$ cat src/rtl/apb_reg_pkg.sv
// Shared definitions for the APB register bank: FSM state codes,
// register index map and the address-window decode helper.
package apb_reg_pkg;

   // Handshake FSM state codes kept as plain constants for older tools
   typedef logic [1:0] fsm_state_t;
   localparam fsm_state_t ST_IDLE = 2'd0;
   localparam fsm_state_t ST_WAIT = 2'd1;
   localparam fsm_state_t ST_ACC  = 2'd2;

   // Fixed register positions; everything above the LED block is scratch
   localparam int IDX_ID     = 0;
   localparam int IDX_CTRL   = 1;
   localparam int IDX_STATUS = 2;
   localparam int IDX_LED0   = 3;

   typedef struct packed {
      logic        in_win;
      logic        aligned;
      logic [15:0] idx;
   } decode_t;

   // Splits a byte address into window hit, word alignment and word index.
   // aw is log2 of the register count, so the window spans 4 << aw bytes.
   function automatic decode_t addr_decode(input logic [15:0] addr,
                                           input logic [15:0] base,
                                           input int          aw);
      decode_t     d;
      logic [15:0] mask;
      mask      = 16'((32'd1 << aw) - 32'd1);
      d.in_win  = ((addr >> (aw + 2)) == (base >> (aw + 2)));
      d.aligned = (addr[1:0] == 2'b00);
      d.idx     = (addr >> 2) & mask;
      return d;
   endfunction

endpackage

$ cat src/rtl/apb_slave_fsm.sv
// APB3 slave handshake: IDLE/WAIT/ACC sequencing, programmable wait
// counter and the registered pready pulse. Emits strobes so the register
// array knows when to capture the setup address and when to commit.
module apb_slave_fsm
   import apb_reg_pkg::*;
#(
   parameter int WAIT_STATES = 0
) (
   input  logic clk,
   input  logic rst,
   input  logic psel,
   input  logic penable,
   output logic setup_stb,
   output logic acc_entry,
   output logic commit_stb,
   output logic pready
);

   localparam logic [3:0] WCNT_LOAD = 4'(WAIT_STATES);

   fsm_state_t state_q, state_d;
   logic [3:0] wcnt_q, wcnt_d;
   logic       pready_q, pready_d;

   // Next-state and wait-counter logic; a dropped psel in WAIT abandons the transfer
   always_comb begin
      state_d   = state_q;
      wcnt_d    = wcnt_q;
      setup_stb = 1'b0;
      case (state_q)
         ST_IDLE: begin
            if (psel && !penable) begin
               setup_stb = 1'b1;
               wcnt_d    = WCNT_LOAD;
               state_d   = (WAIT_STATES == 0) ? ST_ACC : ST_WAIT;
            end
         end
         ST_WAIT: begin
            if (!psel) begin
               state_d = ST_IDLE;
               wcnt_d  = 4'd0;
            end else if (penable) begin
               if (wcnt_q == 4'd1) begin
                  state_d = ST_ACC;
               end
               wcnt_d = wcnt_q - 4'd1;
            end
         end
         ST_ACC: begin
            state_d = ST_IDLE;
         end
         default: begin
            state_d = ST_IDLE;
            wcnt_d  = 4'd0;
         end
      endcase
      acc_entry  = (state_d == ST_ACC);
      commit_stb = (state_q == ST_ACC);
      pready_d   = acc_entry;
   end

   // State, counter and pready registers with synchronous reset
   always_ff @(posedge clk) begin
      if (rst) begin
         state_q  <= ST_IDLE;
         wcnt_q   <= 4'd0;
         pready_q <= 1'b0;
      end else begin
         state_q  <= state_d;
         wcnt_q   <= wcnt_d;
         pready_q <= pready_d;
      end
   end

   assign pready = pready_q;

endmodule

$ cat src/rtl/apb_reg_bank.sv
// APB3 slave register bank: read-only ID, CTRL with irq mask, W1C STATUS
// fed by level events, RGB LED registers and scratch words, with byte
// strobes, registered read response and a registered maskable interrupt.
module apb_reg_bank
   import apb_reg_pkg::*;
#(
   parameter logic [15:0]   BASE_ADDR     = 16'h0100,
   parameter int            NUM_REGS      = 8,
   parameter int            DW            = 32,
   parameter int            NUM_EVT       = 4,
   parameter int            NUM_LED       = 2,
   parameter int            WAIT_STATES   = 0,
   parameter logic [DW-1:0] ID_VALUE      = 32'hA5B0_0100,
   parameter logic [DW-1:0] RDATA_DEFAULT = 32'h1234_5678
) (
   input  logic                 clk,
   input  logic                 rst,
   input  logic [15:0]          paddr,
   input  logic                 psel,
   input  logic                 penable,
   input  logic                 pwrite,
   input  logic [DW-1:0]        pwdata,
   input  logic [DW/8-1:0]      pstrb,
   output logic [DW-1:0]        prdata,
   output logic                 pready,
   output logic                 pslverr,
   input  logic [NUM_EVT-1:0]   hw_evt,
   output logic                 irq,
   output logic [3*NUM_LED-1:0] led_rgb
);

   localparam int AW = $clog2(NUM_REGS);
   localparam int NB = DW / 8;

   logic setup_stb;
   logic acc_entry;
   logic commit_stb;

   logic [15:0]        addr_q, addr_d;
   logic               pwrite_q, pwrite_d;
   logic [DW-1:0]      prdata_q, prdata_d;
   logic               pslverr_q, pslverr_d;
   logic [NUM_EVT-1:0] status_q, status_d;
   logic               irq_q, irq_d;
   logic [DW-1:0]      rw_q [NUM_REGS];
   logic [DW-1:0]      rw_d [NUM_REGS];

   decode_t            dec;
   logic [AW-1:0]      rd_idx;
   logic [AW-1:0]      wr_idx;
   logic               acc_err;
   logic [DW-1:0]      rd_val;
   logic [DW-1:0]      wmask;
   logic [DW-1:0]      wdata_m;
   logic               commit;
   logic [NUM_EVT-1:0] status_clr;

   apb_slave_fsm #(
      .WAIT_STATES (WAIT_STATES)
   ) u_fsm (
      .clk        (clk),
      .rst        (rst),
      .psel       (psel),
      .penable    (penable),
      .setup_stb  (setup_stb),
      .acc_entry  (acc_entry),
      .commit_stb (commit_stb),
      .pready     (pready)
   );

   // Hold the setup-phase address and direction; pass them straight through on the setup cycle itself
   always_comb begin
      addr_d   = setup_stb ? paddr  : addr_q;
      pwrite_d = setup_stb ? pwrite : pwrite_q;
   end

   // Decode the held address and build the response that is registered on entry to ACC
   always_comb begin
      dec     = addr_decode(addr_d, BASE_ADDR, AW);
      rd_idx  = dec.idx[AW-1:0];
      acc_err = !dec.in_win || !dec.aligned ||
                (pwrite_d && (rd_idx == AW'(IDX_ID)));

      rd_val = rw_q[rd_idx];
      if (rd_idx == AW'(IDX_ID)) begin
         rd_val = ID_VALUE;
      end else if (rd_idx == AW'(IDX_STATUS)) begin
         rd_val                = '0;
         rd_val[NUM_EVT-1:0]   = status_q;
      end

      prdata_d  = '0;
      pslverr_d = 1'b0;
      if (acc_entry) begin
         pslverr_d = acc_err;
         if (!pwrite_d) begin
            if (!dec.in_win) begin
               prdata_d = RDATA_DEFAULT;
            end else if (!acc_err) begin
               prdata_d = rd_val;
            end
         end
      end
   end

   // Byte-strobed write commit at the end of ACC, plus W1C/event update of STATUS and irq
   always_comb begin
      for (int k = 0; k < NB; k++) begin
         wmask[8*k +: 8] = {8{pstrb[k]}};
      end
      wdata_m = pwdata & wmask;
      wr_idx  = addr_q[AW+1:2];
      commit  = commit_stb && pwrite_q && !pslverr_q;

      rw_d = rw_q;
      if (commit && (wr_idx != AW'(IDX_ID)) && (wr_idx != AW'(IDX_STATUS))) begin
         rw_d[wr_idx] = (rw_q[wr_idx] & ~wmask) | wdata_m;
      end

      status_clr = '0;
      if (commit && (wr_idx == AW'(IDX_STATUS))) begin
         status_clr = wdata_m[NUM_EVT-1:0];
      end
      status_d = (status_q & ~status_clr) | hw_evt;

      irq_d = |(status_q & rw_q[IDX_CTRL][NUM_EVT-1:0]);
   end

   // All bank state with synchronous reset; ID is a constant and needs no storage
   always_ff @(posedge clk) begin
      if (rst) begin
         addr_q    <= '0;
         pwrite_q  <= 1'b0;
         prdata_q  <= '0;
         pslverr_q <= 1'b0;
         status_q  <= '0;
         irq_q     <= 1'b0;
         for (int i = 0; i < NUM_REGS; i++) begin
            rw_q[i] <= '0;
         end
      end else begin
         addr_q    <= addr_d;
         pwrite_q  <= pwrite_d;
         prdata_q  <= prdata_d;
         pslverr_q <= pslverr_d;
         status_q  <= status_d;
         irq_q     <= irq_d;
         rw_q      <= rw_d;
      end
   end

   genvar n;
   for (n = 0; n < NUM_LED; n++) begin : g_led
      assign led_rgb[3*n +: 3] = rw_q[IDX_LED0 + n][2:0];
   end

   assign prdata  = prdata_q;
   assign pslverr = pslverr_q;
   assign irq     = irq_q;

   logic unused_bits;
   assign unused_bits = ^{dec.idx, wdata_m};

endmodule
$ cat config.mk
export PLATFORM = sky130hd
export DESIGN_NAME = apb_reg_bank
export DESIGN_NICKNAME = d
export VERILOG_FILES = /design/src/rtl/apb_reg_pkg.sv /design/src/rtl/apb_slave_fsm.sv /design/src/rtl/apb_reg_bank.sv
export SDC_FILE = /design/constraint.sdc
export NUM_CORES = 1
export LEC_CHECK = 0
export CAP_MARGIN = 20
export CELL_PAD_IN_SITES_DETAIL_PLACEMENT = 2
export CELL_PAD_IN_SITES_GLOBAL_PLACEMENT = 2
export CORE_AREA = 2 2 203 205
export DETAILED_ROUTE_END_ITERATION = 8
export DIE_AREA = 0 0 205 207
export PLACE_DENSITY = 0.8
export RECOVER_POWER = 25
export SLEW_MARGIN = 10
export SYNTH_ARGS = -nofsm -noshare
export SYNTH_HDL_FRONTEND = slang
export SYNTH_SLANG_ARGS = --single-unit
$ cat constraint.sdc
create_clock -name clk -period 2.6 [get_ports clk]
set_clock_uncertainty 0.15 [all_clocks]
set_input_delay 0.39 -clock clk [delete_from_list [all_inputs] [get_ports clk]]
set_output_delay 0.39 -clock clk [all_outputs]
set_load 0.05 [all_outputs]
==> results of run 1 <==
-- cells in the mapped netlist, types with 30 or more instances --
| cell | count | area share |
|---|---|---|
| o21ai_0 | 153 | 0.052 |
| mux4_2 | 30 | 0.046 |
| nor2_1 | 35 | 0.0089 |
| nor2b_1 | 68 | 0.029 |
| dfxtp_1 | 318 | 0.43 |
| nand3_1 | 58 | 0.020 |
| a21oi_1 | 140 | 0.048 |
| mux2i_1 | 58 | 0.039 |
| nand2_1 | 326 | 0.083 |
| clkbuf_1 | 91 | 0.023 |
| nand3b_1 | 133 | 0.068 |
| buf_2 | 32 | 0.011 |
-- flip-flops by register name, summed over array words and instances (netlist names) --
name and cells:
status_q 4, prdata 32, u_fsm.pready 1, u_fsm.wcnt_q 4, led_rgb 6, rw_q 250, irq 1, addr_q 16
pslverr 1, u_fsm.state_q 2, pwrite_q 1
-- area by class of cell --
type / instances / area [µm²] / area share
Multi-Input combinational cell: 1218 / 7674 / 0.4157
Sequential cell: 318 / 6375 / 0.3454
Timing Repair Buffer: 238 / 2366 / 0.1282
Clock buffer: 54 / 1112 / 0.06026
Tap cell: 532 / 665.6 / 0.03606
Clock inverter: 14 / 205.2 / 0.01112
Inverter: 15 / 60.06 / 0.003254
-- layer usage --
metal / routed length [µm] / share of wire / global-route usage
met3: 3735 / 0.057 / 0.05019
met2: 32130 / 0.49 / 0.5198
met5: 0 / 0 / 0
met4: 2748 / 0.042 / 0.1359
met1: 27390 / 0.41 / 0.3874
-- how the worst max path moves through the flow --
stage	to	slack (ns)	startpoint
floorplan	prdata[8]	0.38	penable
global placement	prdata[23]	-0.30	penable
detailed placement	prdata[23]	-0.44	penable
CTS	rw_q[61]	0.03	addr_q[2]
global route	prdata[23]	0.009	u_fsm.state_q[1]
finish	rw_q[201]	0.07	addr_q[2]
-- worst min-delay path, stage by stage --
cell	delay, ns
clkdlybuf4s50_1	0.42
nand2_1	0.06
a21oi_1	0.05
-- cell families after synthesis --
kind of cell / synth area share
AO/OA/AOI/OAI: 0.1740
XOR/XNOR: 0.001786
adder cells (fa/ha/maj): 0.001701
buffers and inverters: 0.04890
flip-flops: 0.4327
multiplexers: 0.1057
AND/OR/NAND/NOR: 0.2352
-- timing repair --
action | 4_1_cts | 5_1_grt
hold buffers | 0 | 0
buffers inserted | 0 | 1
setup endpoints to repair | 0 | 40
resized for setup | 0 | 3
-- where the power goes --
part,switching (mW),total (mW),leakage [nW],internal [mW]
clock network,2.24,5.71,0.649,3.48
logic,0.681,1.14,3.20,0.461
registers,0.0412,4.94,2.57,4.90
==> out/results.ini, run 1 <==
[outcome]
status=completed

[clock_tree]
cts_root_buf=clkbuf_16
htreeDepth=2
numCtsBuffers=38
cts_buffer_depth=3
clkLatencyLatePin_ns=0.56
cts.sinks=318
cts_tree=built
clk_pin_slew_worst_paths_ns=0.06

[route]
vias=14392
firstDrtPassIters=5
drt_wl_total_um=66000
route.detailed.drc=0
vias_per_cell=6.024
drt_iter0_drc=951
antenna_left=0
wl_per_cell_um=27.63

[timing]
hold_viol_final=0
min_period_over_period=0.9714
worst_hold_slack_ns=0.2891
rsz0062_at_grt=no
max-slew-margin-rel=0.2243
period_minus_slack_ns=2.526
worst_pin_slew_ns=1.164
post-route-worst-setup-slack_ns=0.07433
slew_violations=0
finalSetupTns_ns=0
setup_viol=0
clock.fmax_ghz=0.3959

[placed_design]
port_buffers=101
dp.cells=2320
placed_area_um2=17130
place_ws_ns=-0.4419
dp_hpwl_um=42060
place.gp.congestion=0.8331

[floorplan]
die_y_um=207
io_pins=102
core-area_um2=40370
die_area_um2=42440
chipWidth_um=205
rows=74
start_util=0.3644

[min_path]
hp-start=paddr[8]
hold_class=in -> reg
hold_depth=3
hold_end=addr_q[8]

[final_layout]
drive_gt1_frac=0.1443
final_nets=1892
layout_commonest_cell=nand2_1
stdcell_area_um2=18460
areaGrowthSynthToFinish_pct=25.46
diodes=0
nFillCells=4375
final_cell_mix=nand2_1 (326), dfxtp_1 (315), o21ai_0 (153)
instances_no_fill=2389
final_util=0.4572

[yosys]
ys.flop_type=dfxtp_1
synth_seq_area_share=0.4327
synth_edf_count=0
netlist_area_um2=14710
ys_ff_latch=318
synth_warnings=0
syn_area_per_cell_um2=8.669
async_reset_ff_frac=0
synthCells=1697
synth_nets=1760
synth_cell_types=63

[critical_path]
critPathCaptureType=flip-flop
rr_startpoint=addr_q[2]
reg2reg_slack_ns=0.07
worstPathCellList=buf_12, mux4_2, nand2_1, a21oi_1, a21oi_1, o21ai_0
r2r-end=rw_q[201]
required_ns=2.84
reg2reg_depth=6
worst_path_most_repeated_cell=a21oi_1
crit_cells=6
cp_top_family=compound AO/OA/AOI/OAI gates
crit_fanout=14
arrival_ns=2.76
path_buf_inv=1
worstSetupPathType=reg -> reg
worstSetupStartpointType=flip-flop
slowest_stage=dfxtp_4
max_stage_delay_ns=0.58

[global_routing]
grtUsageTotal=0.3087
grt_start_max_net_pins=61
antenna_found_initial=0
grt_pass1_vias=15776
grt_overflow_total=0
grt_pass1_wl_um=99530

[power_and_ir_drop]
peakVddDrop_mv=0.4022
power.total_mw=11.80
powerDensity_nw_per_um2=639.3
p_leak_nw=6.417

[run]
maxCapViolations=0

No activity file was read; power rests on OpenSTA's default activity.
==> run 2, diff against run 1 <==
--- a/config.mk
+++ b/config.mk
@@ -8,10 +8,11 @@
 export CAP_MARGIN = 20
 export CELL_PAD_IN_SITES_DETAIL_PLACEMENT = 2
 export CELL_PAD_IN_SITES_GLOBAL_PLACEMENT = 2
-export CORE_AREA = 2 2 203 205
+export CORE_AREA = 2 2 200 202
+export CTS_BUF_LIST = sky130_fd_sc_hd__clkbuf_8
 export DETAILED_ROUTE_END_ITERATION = 8
-export DIE_AREA = 0 0 205 207
-export PLACE_DENSITY = 0.8
+export DIE_AREA = 0 0 202 204
+export PLACE_DENSITY = 0.82
 export RECOVER_POWER = 25
 export SLEW_MARGIN = 10
 export SYNTH_ARGS = -nofsm -noshare
==> run 2 against run 1 <==
Clock-buffer cell count up 24. Worst setup slack worse by 0.025 ns. Worst hold slack worse by 0.11 ns. Sequential share of layout area increased by 0.30 points. Register-to-register slack worse by 0.02 ns. Non-clock buffer count is 9 lower. Via count increased by 3.3%. Critical path type unchanged. Largest power group unchanged.
==> out/results.ini, run 2 (synthesis results as in run 1) <==
[outcome]
status=completed

[clock_tree]
cts_tree=built
cts_root_buf=clkbuf_8
clk_pin_slew_worst_paths_ns=0.07
cts_buffer_depth=3
numCtsBuffers=57
htreeDepth=2
cts.sinks=318
clkLatencyLatePin_ns=0.69

[global_routing]
grtUsageTotal=0.3340
grt_pass1_wl_um=105000
antenna_found_initial=0
grt_pass1_vias=16677
grt_start_max_net_pins=103
grt_overflow_total=0

[floorplan]
die_y_um=204
die_area_um2=41210
rows=73
core-area_um2=39180
io_pins=102
start_util=0.3755
chipWidth_um=202

[min_path]
hold_depth=3
hold_class=in -> reg
hp-start=paddr[14]

[timing]
slew_violations=0
clock.fmax_ghz=0.3921
hold_viol_final=0
period_minus_slack_ns=2.550
min_period_over_period=0.9809
max-slew-margin-rel=0.2154
setup_viol=0
worst_pin_slew_ns=1.177

[final_layout]
drive_gt1_frac=0.1565
nFillCells=4092
layout_commonest_cell=nand2_1
final_util=0.4670
instances_no_fill=2412
max_flop_register=rw_q
areaGrowthSynthToFinish_pct=24.39
largest_reg_flops=250
final_cell_mix=nand2_1 (326), dfxtp_1 (315), o21ai_0 (153)
final_nets=1902

[power_and_ir_drop]
p_leak_nw=6.415
power.total_mw=11.25
powerDensity_nw_per_um2=614.7
peakVddDrop_mv=0.3543

[critical_path]
cp-endpoint=led_rgb[3]
slowest_stage=dfxtp_4
r2r-end=led_rgb[3]
crit_cells=7
required_ns=2.96
crit_fanout=14
rr_startpoint=addr_q[2]
crit_start=addr_q[2]
reg2reg_depth=7
path_buf_inv=1
arrival_ns=2.91
reg2reg_slack_ns=0.05
worstSetupStartpointType=flip-flop
cp_top_family=compound AO/OA/AOI/OAI gates
max_stage_delay_ns=0.56
critPathCaptureType=flip-flop
worstPathCellList=nor2b_1, buf_4, a221o_1, a221oi_1, a21oi_2, nand2_1, a21oi_1
worstSetupPathType=reg -> reg

[route]
firstDrtPassIters=5
route.detailed.drc=0
drt_wl_total_um=69760
antenna_left=0
vias_per_cell=6.163
vias=14866
drt_iter0_drc=1098
wl_per_cell_um=28.92

[run]
maxCapViolations=0

[placed_design]
dp.cells=2301
place.gp.congestion=0.8230
dp_hpwl_um=41610
port_buffers=101

-- run 2: power breakdown --
| group | total, mW | internal, mW | switching (mW) |
|---|---|---|---|
| Clock | 5.15 | 2.78 | 2.37 |
| Combinational | 1.16 | 0.446 | 0.716 |
| Sequential | 4.94 | 4.90 | 0.0359 |
| Total | 11.2 | 8.13 | 3.12 |
-- run 2: worst min-delay path by stage --
stage,endpoint,slack [ns]
finish,addr_q[14],0.18
global route,addr_q[8],0.19
CTS,addr_q[13],0.15
detailed placement,addr_q[6],0.30
global placement,addr_q[1],0.29
floorplan,addr_q[8],0.28
-- run 2: tightest hold or removal path, cell delays in order --
cell and delay (ns):
clkdlybuf4s50_1 0.42, nand2_1 0.07, a21oi_1 0.05
-- run 2: stage by stage --
stage / setup slack (ns) / hold slack [ns] / cell area, µm² / setup TNS (ns)
final: 0.04972 / 0.1804 / 18300 / 0
after global routing: -0.003895 / 0.1904 / 18300 / -0.003895
after detailed placement: -0.3999 / 0.3032 / 16980 / -8.667
after floorplan: 0.3773 / 0.2816 / 14710 / 0
after global placement: -0.2096 / 0.2949 / 16980 / -4.950
after CTS: 0.005374 / 0.1496 / 18250 / 0
-- run 2: what timing repair did --
action / CTS / global route
setup buffers: 1 / 1
pin swaps: 0 / 0
hold endpoints to repair: 12 / 0
endpoints found under the setup margin: 27 / 30
hold buffers: 1 / 0
cloned: 0 / 1
resized for setup: 2 / 7
-- run 2: area by class of cell --
type                    count  area (µm²)  area share
diodes                      2       5.005   0.0002735
clock buffers              78        1074     0.05866
clock inverters            27       163.9    0.008957
inverters                  15       57.56    0.003145
multi-input cells        1218        7695      0.4205
flip-flops and latches    318        6375      0.3484
well taps                 525       656.9     0.03589
repair buffers            229        2273      0.1242
-- run 2: metal layers --
| metal | vias up | part of all wire | global-route usage |
|---|---|---|---|
| met1 | 7637 | 0.39 | 0.3937 |
| met4 | 0 | 0.049 | 0.1759 |
| met3 | 232 | 0.074 | 0.06872 |
| met5 | - | 0 | 0 |
| li1 | 6313 | - | - |
| met2 | 684 | 0.48 | 0.5734 |
==> patch 1 (config.mk and constraints of run 1) <==
Set the parameter `NUM_LED` to 4 (it was 2).
--- a/src/rtl/apb_reg_bank.sv
+++ b/src/rtl/apb_reg_bank.sv
@@ -10,3 +10,3 @@
    parameter int            NUM_EVT       = 4,
-   parameter int            NUM_LED       = 2,
+   parameter int            NUM_LED       = 4,
    parameter int            WAIT_STATES   = 0,
Interface: changed (resized led_rgb); port bits go from 102 to 108. No check against the original RTL was run, so the function may have changed too.
==> patch 1 against run 1 <==
The flow now finishes with violations (max-capacitance violations, max-slew violations); sequential cell count did not move; power down 2.9%; die area unchanged; wire length shrank 3.4%; count of clock-buffer cells in the layout up 2; final area shrank 0.72%; sequential power about the same; synthesized area grew 0.31%; sequential share of layout area rose by 0.25 points; hold slack lost 10 ps; setup slack improved by 37 ps; largest power group unchanged; highest routed layer unchanged.
==> patch 1: results (changes against run 1) <==
clock tree root driver cell -> clkbuf_16
largest net degree at the start of global routing -> 110 (+80%)
Fillers -> 4,395 (+0.46%)
predominant post-synthesis flop cell -> dfxtp_1
max FFs per register -> 244 (-2.4%)
mux cell area share after synthesis -> 10.5% (-0.032 points)
Nets -> 1,892 (unchanged)
reg2reg start -> addr_q[3]
layout cell share with drive strength beyond 1 -> 14.1% (-0.36 points)
Hold Crit Endpoint -> addr_q[14]
CTS max path bufs -> 3 (unchanged)
R2R depth -> 7 (+1)
HPWL Detailed -> 40.3 mm (-4.2%)
adder-cell share of the synthesized area -> 0.170% (-0.00052 points)
# setup viols final -> 0 (unchanged)
worst skew pair latency -> 560 ps (about the same)
crit-path most repeated cell -> a21oi_1
Port Buf Inserts -> 107 (+5.9%)
Seq/Total Area, Yosys -> 43.1% (-0.13 points)
Worst R2R End -> rw_q[81]
Rel. slew slack -> -2.61% (-25 points)
number of global-route vias before repair -> 15,825 (+0.31%)
commonest cells in the synthesized netlist -> nand2_1 (326), dfxtp_1 (318), o21ai_0 (153)
Worst VDD drop -> 358 uV (-11%)
initial antenna violation count -> 0 (unchanged)
Vias -> 14,266 (-0.88%)
placed cell area -> 17,100 um^2 (-0.40%)
Slew Limit Fails -> 67 (+67)
Largest Register -> rw_q
Synthesis Warnings -> 0 (unchanged)
gr usage total -> 30.0% (-0.84 points)
failing checks -> max-capacitance violations, max-slew violations
Hold Crit Class -> in2reg
Worst path max stage delay -> 590 ps
Worst-path clk slew -> 60 ps (about the same)
post-synth cell types -> 63 (unchanged)
worst path arrival time -> 2810 ps (+50 ps)
HP Start -> paddr[14]
Crit-path slowest cell -> dfxtp_4
maximum fanout along the worst path -> 22 (+8)
P_leak -> 6.34 nW (-1.2%)
syn_nets -> 1,766 (+0.34%)
status -> complete, but fails checks
ys async rst share -> 0% (unchanged)
DRT iter0 DRCs -> 838 (-12%)
Worst Hold Depth -> 3 (unchanged)
CTS buffer count -> 38 (unchanged)
H-tree depth -> 2 (unchanged)
MaxCap Viol Count -> 1 (+1)
kind of cell adding the most delay to the critical path -> compound AO/OA/AOI/OAI gates
Reg2Reg Setup Slack -> 110 ps (+40 ps)
top cells by area, synth -> dfxtp_1 (43%), nand2_1 (8.3%), nand3b_1 (6.8%)
GP Congestion -> 0.847 (+1.6%)
Synth Area in Compound Gates -> 17.3% (-0.053 points)
xor/xnor share of the synthesized area -> 0.178% (-0.00055 points)
Routed WL -> 63.8 mm (-3.4%)
first-pass GRT wire length -> 97.7 mm (-1.8%)
Setup CP Type -> reg2reg
-- patch 1: cell types whose count changed in the layout (fill, tap and decap cells not counted), moves of 2 or more --
cell	delta
buf_12	-5
buf_2	+2
bufinv_16	-4
clkbuf_16	+3
clkbuf_2	-3
clkdlybuf4s50_1	+6
clkinv_2	+3
-- patch 1: report_power, final --
| part | total, mW | internal (mW) | switching (mW) | leakage, nW |
|---|---|---|---|---|
| Clock | 5.41 | 3.18 | 2.23 | 0.620 |
| Sequential | 4.94 | 4.90 | 0.0422 | 2.57 |
| Combinational | 1.10 | 0.440 | 0.657 | 3.15 |
-- patch 1: layer usage --
metal  global-route usage, %  up-vias  routed length, um
met5                       0        -                  0
met4                    11.0        0               2430
met3                    4.50      166               3300
met2                    51.0      480              30700
met1                    38.4     7340              27300
li1                        -     6280                  -
-- patch 1: worst max-delay path by stage --
stage,slack [ps],cells after the start,endpoint
final,110,7,rw_q[81]
after global routing,10,7,rw_q[113]
after CTS,0.4,6,rw_q[9]
after detailed placement,-240,9,prdata[16]
after global placement,-200,9,prdata[5]
after floorplan,380,9,prdata[8]
-- patch 1: what timing repair did --
action	4_1_cts	5_1_grt
buffers inserted	0	1
setup endpoints to repair	0	26
gates resized for setup	0	3
-- patch 1: metrics by stage --
stage	std cells	hold slack, ps	power, mW	worst slack, ps	utilization [%]
finish	2388	279	11.5	111	45.4
global route	2387	278	11.8	12.1	45.4
CTS	2386	109	11.5	0.376	45.3
global placement	2320	296	6.10	-197	42.3
floorplan	1703	282	5.58	377	-
detailed placement	2320	304	6.12	-245	42.3
-- patch 1: worst reg2reg max path, stage by stage (launching register included) --
cell	delay (ps)
dfxtp_4	590
and2_1	370
buf_12	200
a221o_1	190
a211oi_1	80
a21oi_1	500
nand2_1	140
a21oi_1	190
-- patch 1: cell type report --
cell class	instances	area, um^2	area share [%]
Antenna cell	1	2.50	0.0137
Clock buffer	56	1160	6.34
Clock inverter	10	75.1	0.410
Inverter	15	60.1	0.328
Multi-Input combinational cell	1218	7660	41.8
Sequential cell	318	6370	34.8
Tap cell	532	666	3.63
Timing Repair Buffer	238	2320	12.7
-- patch 1: kinds of logic after synthesis --
family                     Yosys count
adders and majority gates            2
xor gates and xnor gates             3
buffers and inverters              167
and+or+nand+nor                    677
AOI/OAI and AO/OA                  422
DFF                                318
muxes                              114
==> patch 2 (settings of run 1) <==
Without the edit above. Reset style: asynchronous (`rst`), changed in 2 clocked blocks. Comments in the files are not updated.
--- a/src/rtl/apb_slave_fsm.sv
+++ b/src/rtl/apb_slave_fsm.sv
@@ -62,3 +62,3 @@
    // State, counter and pready registers with synchronous reset
-   always_ff @(posedge clk) begin
+   always_ff @(posedge clk or posedge rst) begin
       if (rst) begin
--- a/src/rtl/apb_reg_bank.sv
+++ b/src/rtl/apb_reg_bank.sv
@@ -129,3 +129,3 @@
    // All bank state with synchronous reset; ID is a constant and needs no storage
-   always_ff @(posedge clk) begin
+   always_ff @(posedge clk or posedge rst) begin
       if (rst) begin
Behaviour: differs if rst is asserted again (counterexample within 4 cycles, from zero or initial values and one cycle with rst high); with rst held inactive, the same outputs for 4 cycles.
==> patch 2 against run 1 <==
The run now ends with negative setup slack left; synthesized cell count shrank 19%; largest cell class is now sequential cells; final cell count shrank 14%; final area grew 4.1%; synthesized area grew 3.9%; sequential cell count is the same; setup slack lost 150 ps; wire length shrank 13%.
Power is not compared: it rests on default switching activity, and its combinational part moved more than twofold at a synthesized area within 25%.
==> patch 2: results (changes against run 1) <==
Tightest Pin Transition -> 1220 ps (+56.5 ps)
Multi-input comb cells -> 878 (-28%)
Seq/Total Area, Yosys -> 52.1% (+8.8 points)
failing checks -> negative setup slack
# setup viols final -> 3 (+3)
Fillers -> 3,967 (-9.3%)
footprint of the multi-input gates -> 6770 um^2 (-12%)
Routed WL -> 57.1 mm (-13%)
Place WS -> -471 ps (-28.7 ps)
HP Start -> rw_q[229]
ys async rst share -> 100% (+100 points)
commonest cells in the synthesized netlist -> dfrtp_1 (318), nand2_1 (247), mux2_2 (190)
placed cell area -> 17,800 um^2 (+3.7%)
global routing met1 resource utilization -> 34.3% (-4.4 points)
FFs & Latches -> 318 (unchanged)
final-layout non-clock buffer area share -> 12.7% (-0.11 points)
post-synth cell types -> 56 (-11%)
Avg Cell Area, Syn -> 11.2 um^2 (+29%)
Reg area -> 7970 um^2 (+25%)
Synth Area in Compound Gates -> 9.59% (-7.8 points)
CTS buffer count -> 37 (-2.6%)
gr usage total -> 27.0% (-3.9 points)
Setup TNS -> -116 ps (-116 ps)
HPWL Detailed -> 36.6 mm (-13%)
adder-cell share of the synthesized area -> 0.164% (-0.0064 points)
dpl cells -> 1,974 (-15%)
kind of cell adding the most delay to the critical path -> simple AND/OR/NAND/NOR gates
met2 layer usage reported by global route -> 45.9% (-6.1 points)
final worst slack -> -73.4 ps (-148 ps)
GP Congestion -> 0.817 (-1.9%)
met2 routed WL -> 28.7 mm (-11%)
status -> complete, but fails checks
top cells by area, synth -> dfrtp_1 (52%), mux2_2 (14%), nand2_1 (6.1%)
Nets -> 1,548 (-18%)
DRT iter0 DRCs -> 669 (-30%)
vias per cell -> 5.80 (-3.7%)
xor/xnor share of the synthesized area -> 0.115% (-0.064 points)
Vias -> 11,874 (-17%)
Hold Crit Class -> reg2reg
metal1 wirelength -> 23.9 mm (-13%)
largest net degree at the start of global routing -> 81 (+33%)
## patch 2: final timing paths
check,endpoint,slack (ps),cells past startpoint
worst max-delay path,prdata[3],-70,7
worst min-delay path,rw_q[229],220,0
worst max register to register,prdata[3],-70,7
worst min register to register,rw_q[229],220,0
max in group asynchronous,addr_q[2],260,3
min in group asynchronous,rw_q[53],280,2
## patch 2: what timing repair did
action                     4_1_cts  5_1_grt
gates cloned                     0        0
gates resized for setup         13       18
pin swaps                        0        4
setup endpoints to repair       18       28
setup buffers                    1        4
## patch 2: power groups by stage
stage / sequential [mW] / clock (mW) / combinational [mW]
after detailed placement: 7.04 / 0 / 4.96
after global placement: 6.90 / 0 / 4.64
after global routing: 7.16 / 6.04 / 5.56
after floorplan: 6.70 / 0 / 3.20
after CTS: 7.00 / 5.87 / 5.12
final: 7.05 / 5.76 / 5.16
